==> config.mk <==
export PLATFORM = sky130hd
export DESIGN_NAME = draw_rom_image_flat
export DESIGN_NICKNAME = d
export VERILOG_FILES = /design/src/rtl/draw_pkg.sv /design/src/rtl/draw_rom_image_if.sv /design/src/rtl/draw_delay_line.sv /design/src/rtl/draw_rom_image.sv /design/src/flat_wrapper.sv
export SDC_FILE = /design/constraint.sdc
export NUM_CORES = 1
export LEC_CHECK = 0
export ABC_CLOCK_PERIOD_IN_PS = 4200
export CAP_MARGIN = 30
export CORE_ASPECT_RATIO = 1.2
export CORE_MARGIN = 5
export CORE_UTILIZATION = 50
export CTS_CLUSTER_SIZE = 20
export DETAILED_ROUTE_END_ITERATION = 8
export GPL_TIMING_DRIVEN = 0
export PLACE_DENSITY_LB_ADDON = 0.25
export SLEW_MARGIN = 5
export SYNTH_ARGS = -nofsm -noshare
export SYNTH_HDL_FRONTEND = slang
export SYNTH_HIERARCHICAL = 1
export SYNTH_SLANG_ARGS = --single-unit
==> constraint.sdc <==
create_clock -name clk -period 4.2 [get_ports clk]
set_clock_uncertainty 0.15 [all_clocks]
set_input_delay 0.84 -clock clk [delete_from_list [all_inputs] [get_ports clk]]
set_output_delay 0.84 -clock clk [all_outputs]
set_load 0.01 [all_outputs]
==> src/rtl/draw_pkg.sv <==
// Shared definitions for the draw_* family of blocks.
//   - Default screen geometry (160 x 120) and colour depth.
//   - Coordinate widths: x is 8 bits, y is 7 bits; the unclipped sums carry
//     one extra bit so that off-screen positions can be detected.
//   - Blitter FSM state encoding.
package draw_pkg;

  localparam int SCR_W_DEF   = 160;
  localparam int SCR_H_DEF   = 120;
  localparam int COLOR_W_DEF = 3;

  localparam int X_W  = 8;
  localparam int Y_W  = 7;
  localparam int SX_W = X_W + 1;
  localparam int SY_W = Y_W + 1;

  typedef enum logic [1:0] {
    IDLE  = 2'd0,
    SCAN  = 2'd1,
    DRAIN = 2'd2,
    DONE  = 2'd3
  } draw_state_t;

endpackage

==> src/rtl/draw_rom_image_if.sv <==
// Bus bundle for draw_rom_image.
//   start/x_org/y_org  draw request and screen origin (from the game FSM)
//   busy/done          draw status back to the game FSM
//   rom_addr/rom_q     synchronous image ROM port
//   x_out/y_out/c_out/plot  VGA adapter pixel port
// Modports:
//   master  the surrounding system (game FSM, image ROM, VGA adapter)
//   slave   the blitter itself
interface draw_rom_image_if
  import draw_pkg::*;
#(
  parameter int ADDR_W  = 15,
  parameter int COLOR_W = COLOR_W_DEF
);

  logic               start;
  logic [X_W-1:0]     x_org;
  logic [Y_W-1:0]     y_org;
  logic               busy;
  logic               done;
  logic [ADDR_W-1:0]  rom_addr;
  logic [COLOR_W-1:0] rom_q;
  logic [X_W-1:0]     x_out;
  logic [Y_W-1:0]     y_out;
  logic [COLOR_W-1:0] c_out;
  logic               plot;

  modport master (
    output start, x_org, y_org, rom_q,
    input  busy, done, rom_addr, x_out, y_out, c_out, plot
  );

  modport slave (
    input  start, x_org, y_org, rom_q,
    output busy, done, rom_addr, x_out, y_out, c_out, plot
  );

endinterface

==> src/rtl/draw_delay_line.sv <==
// Fixed-depth delay line used to keep per-pixel side information aligned
// with a pipelined memory read.
//   clk, resetn   clock, asynchronous active-low reset (clears valids only)
//   in_vld        valid flag entering the line
//   in_data       payload entering the line
//   out_vld       in_vld delayed by DEPTH cycles
//   out_data      in_data delayed by DEPTH cycles
// Parameters: DEPTH (>=1) stages, WIDTH payload bits.
module draw_delay_line #(
  parameter int DEPTH = 2,
  parameter int WIDTH = 17
) (
  input  logic             clk,
  input  logic             resetn,
  input  logic             in_vld,
  input  logic [WIDTH-1:0] in_data,
  output logic             out_vld,
  output logic [WIDTH-1:0] out_data
);

  logic [DEPTH-1:0] vld_sr;
  logic [WIDTH-1:0] data_sr [DEPTH];

  always_ff @(posedge clk or negedge resetn) begin
    if (!resetn) begin
      vld_sr <= '0;
    end else begin
      vld_sr[0] <= in_vld;
      for (int i = 1; i < DEPTH; i++) vld_sr[i] <= vld_sr[i-1];
    end
  end

  // Payload is qualified by the valid bits, so it needs no reset.
  always_ff @(posedge clk) begin
    data_sr[0] <= in_data;
    for (int i = 1; i < DEPTH; i++) data_sr[i] <= data_sr[i-1];
  end

  assign out_vld  = vld_sr[DEPTH-1];
  assign out_data = data_sr[DEPTH-1];

endmodule

==> src/rtl/draw_rom_image.sv <==
// ROM-to-framebuffer blitter.
// On an accepted start it reads an IMG_W x IMG_H image from a synchronous
// ROM (latency ROM_LAT) in row-major order, one address per cycle, and
// emits each pixel at screen position (x_org+col, y_org+row). Pixels that
// fall outside SCR_W x SCR_H are not plotted, but are still read so the
// draw time is independent of the origin.
//   clk      system clock
//   resetn   asynchronous active-low reset; aborts any draw in progress
//   bus      draw_rom_image_if.slave:
//              start/x_org/y_org in, busy/done out,
//              rom_addr out / rom_q in,
//              x_out/y_out/c_out/plot out (VGA pixel port)
// Optional feature (compile-time macro DRAW_TRANSPARENCY_EN):
//   when defined, pixels whose ROM colour equals KEY_COLOR are not plotted.
//   When undefined, KEY_COLOR has no effect.
// Timing: start accepted in cycle 0, first address in cycle 1, pixel issued
// in cycle k appears on the pixel port in cycle k+ROM_LAT+1, done pulses in
// cycle IMG_W*IMG_H+ROM_LAT+2.
module draw_rom_image
  import draw_pkg::*;
#(
  parameter int IMG_W     = 160,
  parameter int IMG_H     = 120,
  parameter int SCR_W     = SCR_W_DEF,
  parameter int SCR_H     = SCR_H_DEF,
  parameter int COLOR_W   = COLOR_W_DEF,
  parameter int ADDR_W    = 15,
  parameter int ROM_LAT   = 2,
  parameter int KEY_COLOR = 0
) (
  input  logic              clk,
  input  logic              resetn,
  draw_rom_image_if.slave   bus
);

  localparam int                NPIX      = IMG_W * IMG_H;
  localparam logic [ADDR_W-1:0] LAST_ADDR = ADDR_W'(NPIX - 1);
  localparam logic [X_W-1:0]    COL_LAST  = X_W'(IMG_W - 1);
  localparam int                DR_W      = $clog2(ROM_LAT + 1) + 1;
  localparam logic [DR_W-1:0]   DR_LAST   = DR_W'(ROM_LAT);
  localparam int                LINE_W    = SX_W + SY_W;

  function automatic logic on_screen(input logic [SX_W-1:0] sx,
                                     input logic [SY_W-1:0] sy);
    return (int'(sx) < SCR_W) && (int'(sy) < SCR_H);
  endfunction

  draw_state_t        state;
  logic [ADDR_W-1:0]  addr_p0;
  logic [X_W-1:0]     col_p0;
  logic [Y_W-1:0]     row_p0;
  logic [DR_W-1:0]    drain_cnt;
  logic               busy_r;
  logic               done_r;
  logic [X_W-1:0]     xo_r;
  logic [Y_W-1:0]     yo_r;

  logic               vld_p0;
  logic [SX_W-1:0]    sx_p0;
  logic [SY_W-1:0]    sy_p0;

  logic               vld_p1;
  logic [LINE_W-1:0]  line_p1;
  logic [SX_W-1:0]    sx_p1;
  logic [SY_W-1:0]    sy_p1;
  logic               keep_p1;
  logic               plot_p1;

  logic               plot_p2;
  logic [X_W-1:0]     x_p2;
  logic [Y_W-1:0]     y_p2;
  logic [COLOR_W-1:0] c_p2;

  // Control FSM: one ROM address per SCAN cycle, then wait out the ROM
  // latency plus the output register before signalling done.
  always_ff @(posedge clk or negedge resetn) begin
    if (!resetn) begin
      state     <= IDLE;
      addr_p0   <= '0;
      col_p0    <= '0;
      row_p0    <= '0;
      drain_cnt <= '0;
      busy_r    <= 1'b0;
      done_r    <= 1'b0;
    end else begin
      case (state)
        IDLE: begin
          if (bus.start) begin
            state   <= SCAN;
            addr_p0 <= '0;
            col_p0  <= '0;
            row_p0  <= '0;
            busy_r  <= 1'b1;
          end
        end
        SCAN: begin
          if (addr_p0 == LAST_ADDR) begin
            state     <= DRAIN;
            drain_cnt <= '0;
          end else begin
            // Running address counter; col/row only feed the coordinates.
            addr_p0 <= addr_p0 + ADDR_W'(1);
            if (col_p0 == COL_LAST) begin
              col_p0 <= '0;
              row_p0 <= row_p0 + Y_W'(1);
            end else begin
              col_p0 <= col_p0 + X_W'(1);
            end
          end
        end
        DRAIN: begin
          if (drain_cnt == DR_LAST) begin
            state  <= DONE;
            busy_r <= 1'b0;
            done_r <= 1'b1;
          end else begin
            drain_cnt <= drain_cnt + DR_W'(1);
          end
        end
        DONE: begin
          state  <= IDLE;
          done_r <= 1'b0;
        end
        default: state <= IDLE;
      endcase
    end
  end

  // Origin is captured with the accepted start and held for the whole draw.
  always_ff @(posedge clk) begin
    if (state == IDLE && bus.start) begin
      xo_r <= bus.x_org;
      yo_r <= bus.y_org;
    end
  end

  // ---- stage p0: address issue, unclipped screen coordinates ----
  always_comb begin
    vld_p0 = (state == SCAN);
    sx_p0  = {1'b0, xo_r} + {1'b0, col_p0};
    sy_p0  = {1'b0, yo_r} + {1'b0, row_p0};
  end

  // ---- stage p0 -> p1: side information travels with the ROM read ----
  draw_delay_line #(
    .DEPTH (ROM_LAT),
    .WIDTH (LINE_W)
  ) u_delay (
    .clk      (clk),
    .resetn   (resetn),
    .in_vld   (vld_p0),
    .in_data  ({sx_p0, sy_p0}),
    .out_vld  (vld_p1),
    .out_data (line_p1)
  );

  assign sx_p1 = line_p1[LINE_W-1 -: SX_W];
  assign sy_p1 = line_p1[SY_W-1:0];

`ifdef DRAW_TRANSPARENCY_EN
  localparam logic [COLOR_W-1:0] KEY = COLOR_W'(KEY_COLOR);
  assign keep_p1 = (bus.rom_q != KEY);
`else
  // KEY_COLOR has no effect in this build.
  logic unused_key;
  assign unused_key = ^32'(KEY_COLOR);
  assign keep_p1    = 1'b1;
`endif

  assign plot_p1 = vld_p1 && on_screen(sx_p1, sy_p1) && keep_p1;

  // ---- stage p1 -> p2: pixel port register; values hold when not plotting ----
  always_ff @(posedge clk or negedge resetn) begin
    if (!resetn) begin
      plot_p2 <= 1'b0;
      x_p2    <= '0;
      y_p2    <= '0;
      c_p2    <= '0;
    end else begin
      plot_p2 <= plot_p1;
      if (plot_p1) begin
        x_p2 <= sx_p1[X_W-1:0];
        y_p2 <= sy_p1[Y_W-1:0];
        c_p2 <= bus.rom_q;
      end
    end
  end

  assign bus.busy     = busy_r;
  assign bus.done     = done_r;
  assign bus.rom_addr = addr_p0;
  assign bus.x_out    = x_p2;
  assign bus.y_out    = y_p2;
  assign bus.c_out    = c_p2;
  assign bus.plot     = plot_p2;

endmodule

==> src/flat_wrapper.sv <==
// flat-port wrapper written by rule: the top's interface ports become plain ports
module draw_rom_image_flat import draw_pkg::*;
#(
  parameter int IMG_W     = 160,
  parameter int IMG_H     = 120,
  parameter int SCR_W     = SCR_W_DEF,
  parameter int SCR_H     = SCR_H_DEF,
  parameter int COLOR_W   = COLOR_W_DEF,
  parameter int ADDR_W    = 15,
  parameter int ROM_LAT   = 2,
  parameter int KEY_COLOR = 0
)
  (clk, resetn, bus_start, bus_x_org, bus_y_org, bus_rom_q, bus_busy, bus_done, bus_rom_addr, bus_x_out, bus_y_out, bus_c_out, bus_plot);
  draw_rom_image_if #(.ADDR_W(ADDR_W), .COLOR_W(COLOR_W)) bus_i ();
  input  logic clk;
  input  logic resetn;
  input wire logic [$bits(bus_i.start)-1:0] bus_start;
  input wire logic [$bits(bus_i.x_org)-1:0] bus_x_org;
  input wire logic [$bits(bus_i.y_org)-1:0] bus_y_org;
  input wire logic [$bits(bus_i.rom_q)-1:0] bus_rom_q;
  output wire logic [$bits(bus_i.busy)-1:0] bus_busy;
  output wire logic [$bits(bus_i.done)-1:0] bus_done;
  output wire logic [$bits(bus_i.rom_addr)-1:0] bus_rom_addr;
  output wire logic [$bits(bus_i.x_out)-1:0] bus_x_out;
  output wire logic [$bits(bus_i.y_out)-1:0] bus_y_out;
  output wire logic [$bits(bus_i.c_out)-1:0] bus_c_out;
  output wire logic [$bits(bus_i.plot)-1:0] bus_plot;
  assign bus_i.start = bus_start;
  assign bus_i.x_org = bus_x_org;
  assign bus_i.y_org = bus_y_org;
  assign bus_i.rom_q = bus_rom_q;
  assign bus_busy = bus_i.busy;
  assign bus_done = bus_i.done;
  assign bus_rom_addr = bus_i.rom_addr;
  assign bus_x_out = bus_i.x_out;
  assign bus_y_out = bus_i.y_out;
  assign bus_c_out = bus_i.c_out;
  assign bus_plot = bus_i.plot;
  draw_rom_image #(.IMG_W(IMG_W), .IMG_H(IMG_H), .SCR_W(SCR_W), .SCR_H(SCR_H), .COLOR_W(COLOR_W), .ADDR_W(ADDR_W), .ROM_LAT(ROM_LAT), .KEY_COLOR(KEY_COLOR)) u_core (.clk(clk), .resetn(resetn), .bus(bus_i));
endmodule
Yosys cells after proc, flatten, opt, wreduce, memory -nomap -nowiden
Memories as Yosys holds them, arrays and structs flattened.
Index checks and enable logic that the tools add are counted.
{"block": "op_classes", "add_sub_neg": 6, "n_lt_le_gt_ge": 2, "eq_ne": 12, "n_mux": 23, "n_reduce_logical": 14}
{"operator": "15-bit 2-to-1 mux", "count": 2}
{"operator": "15-bit one-hot mux with 2 select lines", "count": 1}
{"operator": "8-bit 2-to-1 mux", "count": 3}
{"operator": "7-bit 2-to-1 mux", "count": 3}
{"operator": "8-bit one-hot mux with 2 select lines", "count": 1}
{"operator": "15-bit by 1-bit adder with 15-bit output (second input constant)", "count": 1}
{"operator": "15-bit equality test (second input constant)", "count": 1}
{"operator": "7-bit one-hot mux with 2 select lines", "count": 1}
{"operator": "3-bit AND reduction", "count": 4}
{"operator": "8-bit by 8-bit adder with 9-bit output", "count": 1}
{"operator": "9-bit by 8-bit < comparator with 1-bit output (second input constant)", "count": 1}
{"operator": "7-bit by 7-bit adder with 8-bit output", "count": 1}
{"operator": "8-bit by 1-bit adder with 8-bit output (second input constant)", "count": 1}
{"operator": "8-bit equality test (second input constant)", "count": 1}
{"operator": "8-bit by 7-bit < comparator with 1-bit output (second input constant)", "count": 1}
{"operator": "2-bit one-hot mux with 4 select lines", "count": 1}
{"operator": "2-bit nonzero test", "count": 4}
{"operator": "7-bit by 1-bit adder with 7-bit output (second input constant)", "count": 1}
{"operator": "2-bit 2-to-1 mux", "count": 3}
{"operator": "3-bit 2-to-1 mux", "count": 2}
{"operator": "2-bit by 1-bit inequality test with 1-bit output (second input constant)", "count": 3}
{"operator": "2-bit inequality test (second input constant)", "count": 3}
{"operator": "3-bit one-hot mux with 2 select lines", "count": 1}
{"operator": "2-bit equality test (second input constant)", "count": 2}
{"operator": "9 further kinds", "count": 14}
{"block": "word_totals", "regBits": 73, "ram_bits": 34, "in_bits": 21, "output_inout_bits": 36, "wordCells": 72, "memories": 1}
{"memory": "u_core.u_delay.data_sr", "words": 2, "width": 17, "rd": 2, "rd_ports_with_merged_regs": 0, "write_ports": 2, "line": "draw_delay_line.sv:22", "source": "logic [WIDTH-1:0] data_sr [DEPTH];"}

Depth between registers and ports, before layout
{"block": "logic_depth", "ltp_word": 4, "mapped_depth": 8, "ltp_nobuf": 6}

Cells and area by module
Netlist, hierarchy kept.
{"module": "draw_rom_image", "n_inst": 1, "cells_per_inst": 401, "area_each_um2": 4184.0, "seq_area_each_um2": 1851.8}
{"module": "draw_delay_line", "n_inst": 1, "cells_per_inst": 53, "area_each_um2": 858.3, "seq_area_each_um2": 730.7}

Worst setup path before layout
No wires, ideal clock.
{"block": "synth_timing", "path_kind": "input to register", "start": "input port bus_start", "end": "register u_core.row_p0[0]", "setup_ns": 0.128, "t_arrival_ns": 2.110, "required_time_ns": 3.922, "slack_ns": 1.813, "cell_stages": 4, "path_buffers": 0, "cell_sequence": "and2_1 a21oi_1 a211oi_2 mux2_1"}
{"block": "synth_between", "elab_chain_cells": 2}
{"element": "start, declared", "line": "flat_wrapper.sv:17", "source": "input wire logic [$bits(bus_i.start)-1:0] bus_start;"}
{"element": "2-bit inequality test (no source line)"}
{"element": "4-bit AND reduction (no source line)"}
{"element": "end signal, assigned", "line": "draw_rom_image.sv:105", "source": "row_p0 <= row_p0 + Y_W'(1);"}
{"element": "end, declared", "line": "draw_rom_image.sv:51", "source": "logic [Y_W-1:0] row_p0;"}
Every way passes these cells.
A chain may end at the register's enable or synchronous reset.

Final worst setup path
{"block": "layout_timing", "start": "input port bus_start", "end": "register u_core.addr_p0[10], in the netlist u_core/bus.rom_addr[10]"}
{"block": "layout_between", "elab_chain_cells": 2}
{"element": "2-bit inequality test (no source line)"}
{"element": "3-bit AND reduction (no source line)"}
{"element": "end signal, assigned", "line": "draw_rom_image.sv:102", "source": "addr_p0 <= addr_p0 + ADDR_W'(1);"}
{"element": "end, declared", "line": "draw_rom_image.sv:49", "source": "logic [ADDR_W-1:0] addr_p0;"}
Every way passes these cells.

==> reports/summary.txt <==
number of buffers and inverters on the critical path -> 2
main flop type after synthesis -> dfrtp_1
number of failing setup endpoints in the final timing report -> 0
reg2reg setup slack -> 1.38 ns
post-synthesis register bit count -> 107
cells traversed along the worst timing path -> clkdlybuf4s50_1 -> and2_1 -> a21oi_1 -> a21oi_2 -> buf_6 -> a31oi_1
TritonCTS clock tree -> built
routed via count divided by cell count -> 5.82
antenna violations before repair -> 0
post-detailed-route wirelength per cell -> 16.4 um
biggest cell delay along the critical path -> 0.66 ns
number of max-cap violations -> 0
maximum ir drop on the vdd rail -> 0.000241 V
GRT Util Overall -> 18.2%
start of the worst register-to-register path -> u_core/state[0]
synthesized instance count -> 454
worst setup path category -> in2reg
placed wire-length estimate after detailed placement -> 7570 um
Async SR Flop Fraction -> 54.2%
RSZ-0062 raised after global routing -> no
slowest CP cell -> and2_1
Post-Syn Area -> 5040 um^2
Total Die Area -> 12200 um^2
sort of element at the end of the critical path -> flip-flop
utilization after layout -> 60.5%
post-synthesis net count -> 502
Final Critical Period -> 3.03 ns
H-tree Lvls -> 3
Bufs on Longest Clock Path -> 2
sequential fraction of the synthesis area -> 51.2%
Clock Tree Root -> clkbuf_16
insertion delay to the later sink of the worst-skew pair -> 0.34 ns
maximum frequency from static timing analysis -> 330 MHz
FF-to-FF End -> u_core/bus.rom_addr[10]
number of flops mapped to enable cells by yosys -> 15
endpoint required time on the critical path -> 4.26 ns
mean post-synth cell area -> 11.1 um^2
initial standard-cell utilization of the core -> 50.6%
Hold Path Class -> reg2reg
Placer Congestion -> 0.842
Hold Violations, Final -> 0
number of antenna cells inserted -> 0
Worst slew margin -> 47.2%
endpoint arrival time on the critical path -> 3.09 ns
hold bufs inserted after CTS -> 0
clock sinks -> 107
routed wire length -> 10700 um
fraction of layout cells with a size suffix above 1 -> 11.4%
total power density per cell area -> 307 nW/um^2
most frequent cells in the layout -> 58 x dfrtp_1, 55 x clkdlybuf4s50_1, 34 x dfxtp_1
vias in the first global route -> 3929
Cell variety after synth -> 66
Synth warnings -> 6
CP Max Fanout -> 17
cell type group with the largest total delay on the critical path -> compound AO/OA/AOI/OAI gates
Min-Delay Endpoint -> u_core/u_delay/data_sr[0][32]
count of instances resized after the clock tree is built -> 0
clock slew at the register clock pins of the worst setup and hold paths -> 0.07 ns
Top Ports -> 57
number of buffer cells added on primary ports -> 56
global-route wire length before repair -> 17900 um
setup tns final -> 0 ns
overall overflow remaining after global route -> 0
routed via count -> 3797
largest net degree at the start of global routing -> 59
NumNets Final -> 569
CP startpoint kind -> input port
Min-Delay Path Depth -> 0
Initial DRT Pass Iterations -> 5
P_leak -> 2.57 nW
number of nets with antenna violations after detailed routing -> 0
Die H -> 120 um
DRC Markers -> 0
Post CTS Setup Buffer Count -> 0
run status -> completed
period utilization -> 72.1%
depth of the worst register-to-register path -> 7
Die Span X -> 102 um
floorplan row count -> 40
number of pins with negative max-slew slack in the final report -> 0
hold wc startpoint -> u_core/u_delay/data_sr[0][15]
CTS buffer count -> 9
floorplan core area -> 9960 um^2
worst slew pin tran -> 0.792 ns
DRT iter0 DRCs -> 237
Synth-to-Final Area Change -> 19.6%
most frequent standard cell in the layout excluding fill and tap cells -> dfrtp_1
-- metrics by stage --
stage / total power [W] / hold WS (ns) / cell area (um^2) / setup WS (ns) / std cells
2_1_floorplan: 0.00107 / 0.160 / 5040 / 1.81 / 454
3_3_place_gp: 0.00110 / 0.161 / 5760 / 0.179 / 636
3_5_place_dp: 0.00110 / 0.162 / 5760 / 0.750 / 636
4_1_cts: 0.00188 / 0.178 / 6030 / 1.14 / 652
5_1_grt: 0.00192 / 0.182 / 6030 / 0.944 / 652
6_report: 0.00185 / 0.176 / 6030 / 1.17 / 652
-- power breakdown --
| group | internal, W | switching [W] |
|---|---|---|
| registers | 0.00105 | 0.000000603 |
| clock network | 0.000406 | 0.000366 |
| logic | 0.0000194 | 0.0000154 |
-- cell families after synthesis --
| kind of cell | share of synthesized area [%] |
|---|---|
| AND/OR/NAND/NOR | 13.5 |
| adder cells (fa/ha/maj) | 7.00 |
| multiplexers | 4.66 |
| flip-flops | 51.2 |
| AO/OA/AOI/OAI | 15.2 |
| XOR/XNOR | 1.74 |
| buffers and inverters | 6.67 |
-- worst max path at each step --
stage	startpoint	endpoint	slack, ns	cells past startpoint
2_1_floorplan	bus_start	u_core/row_p0[0]	1.81	4
3_3_place_gp	resetn	u_core/drain_cnt[2]	0.18	1
3_5_place_dp	bus_start	u_core/row_p0[6]	0.75	6
4_1_cts	bus_start	u_core/row_p0[6]	1.14	6
5_1_grt	bus_start	u_core/row_p0[3]	0.94	7
6_report	bus_start	u_core/bus.rom_addr[10]	1.17	6
-- per-layer routing --
metal	vias to the layer above	part of all wire, %	global-route usage [%]
met2	116	51	31.1
met4	0	1.6	8.31
met3	16	4.7	4.01
li1	1814	-	-
met5	-	0	0
met1	1851	43	21.6
-- state kept, by name, indices dropped and copies added (netlist names), 2 cells and up --
register,cells
u_core/row_p0,7
u_core/bus.y_out,7
u_core/u_delay/data_sr,34
u_core/bus.rom_addr,15
u_core/yo_r,7
u_core/u_delay/vld_sr,2
u_core/bus.c_out,3
u_core/drain_cnt,3
u_core/state,2
u_core/col_p0,8
u_core/bus.x_out,8
u_core/xo_r,8
-- cells in the mapped netlist, types with 3 or more instances --
library cell	instances	area share [%]
edfxtp_1	15	8.9
mux2i_1	4	0.79
o22a_1	4	0.69
nor2b_1	4	0.50
dfxtp_1	34	13
and2_1	5	0.62
nand2_1	21	1.6
a22o_1	3	0.52
nor4_1	4	0.50
nand4_1	10	1.2
mux2_2	10	2.2
xnor2_1	5	0.87
buf_2	7	0.69
nand3_1	22	2.2
and4_1	6	1.0
o21ai_1	6	0.60
inv_1	31	2.3
a21o_1	6	0.89
a31oi_1	11	1.4
clkbuf_1	9	0.67
o2111ai_1	11	1.9
a21oi_1	9	0.89
nor3_1	12	1.2
and3_1	6	0.74
buf_4	17	2.5
dfrtp_1	58	29
nor2_1	17	1.3
o21ai_0	5	0.50
xor2_1	5	0.87
ha_1	25	6.2
mux2_1	6	1.3
o211ai_1	15	2.2
o221ai_1	9	1.6
-- layout make-up --
class | instances | area, um^2
fill | 841 | 3930
sequential | 107 | 2580
multi-input combinational | 279 | 2120
timing repair buffer | 56 | 558
clock buffer | 11 | 233
buffer | 36 | 216
tap | 126 | 158
inverter | 32 | 120
clock inverter | 5 | 38.8
No activity file was read; power rests on OpenSTA's default activity.
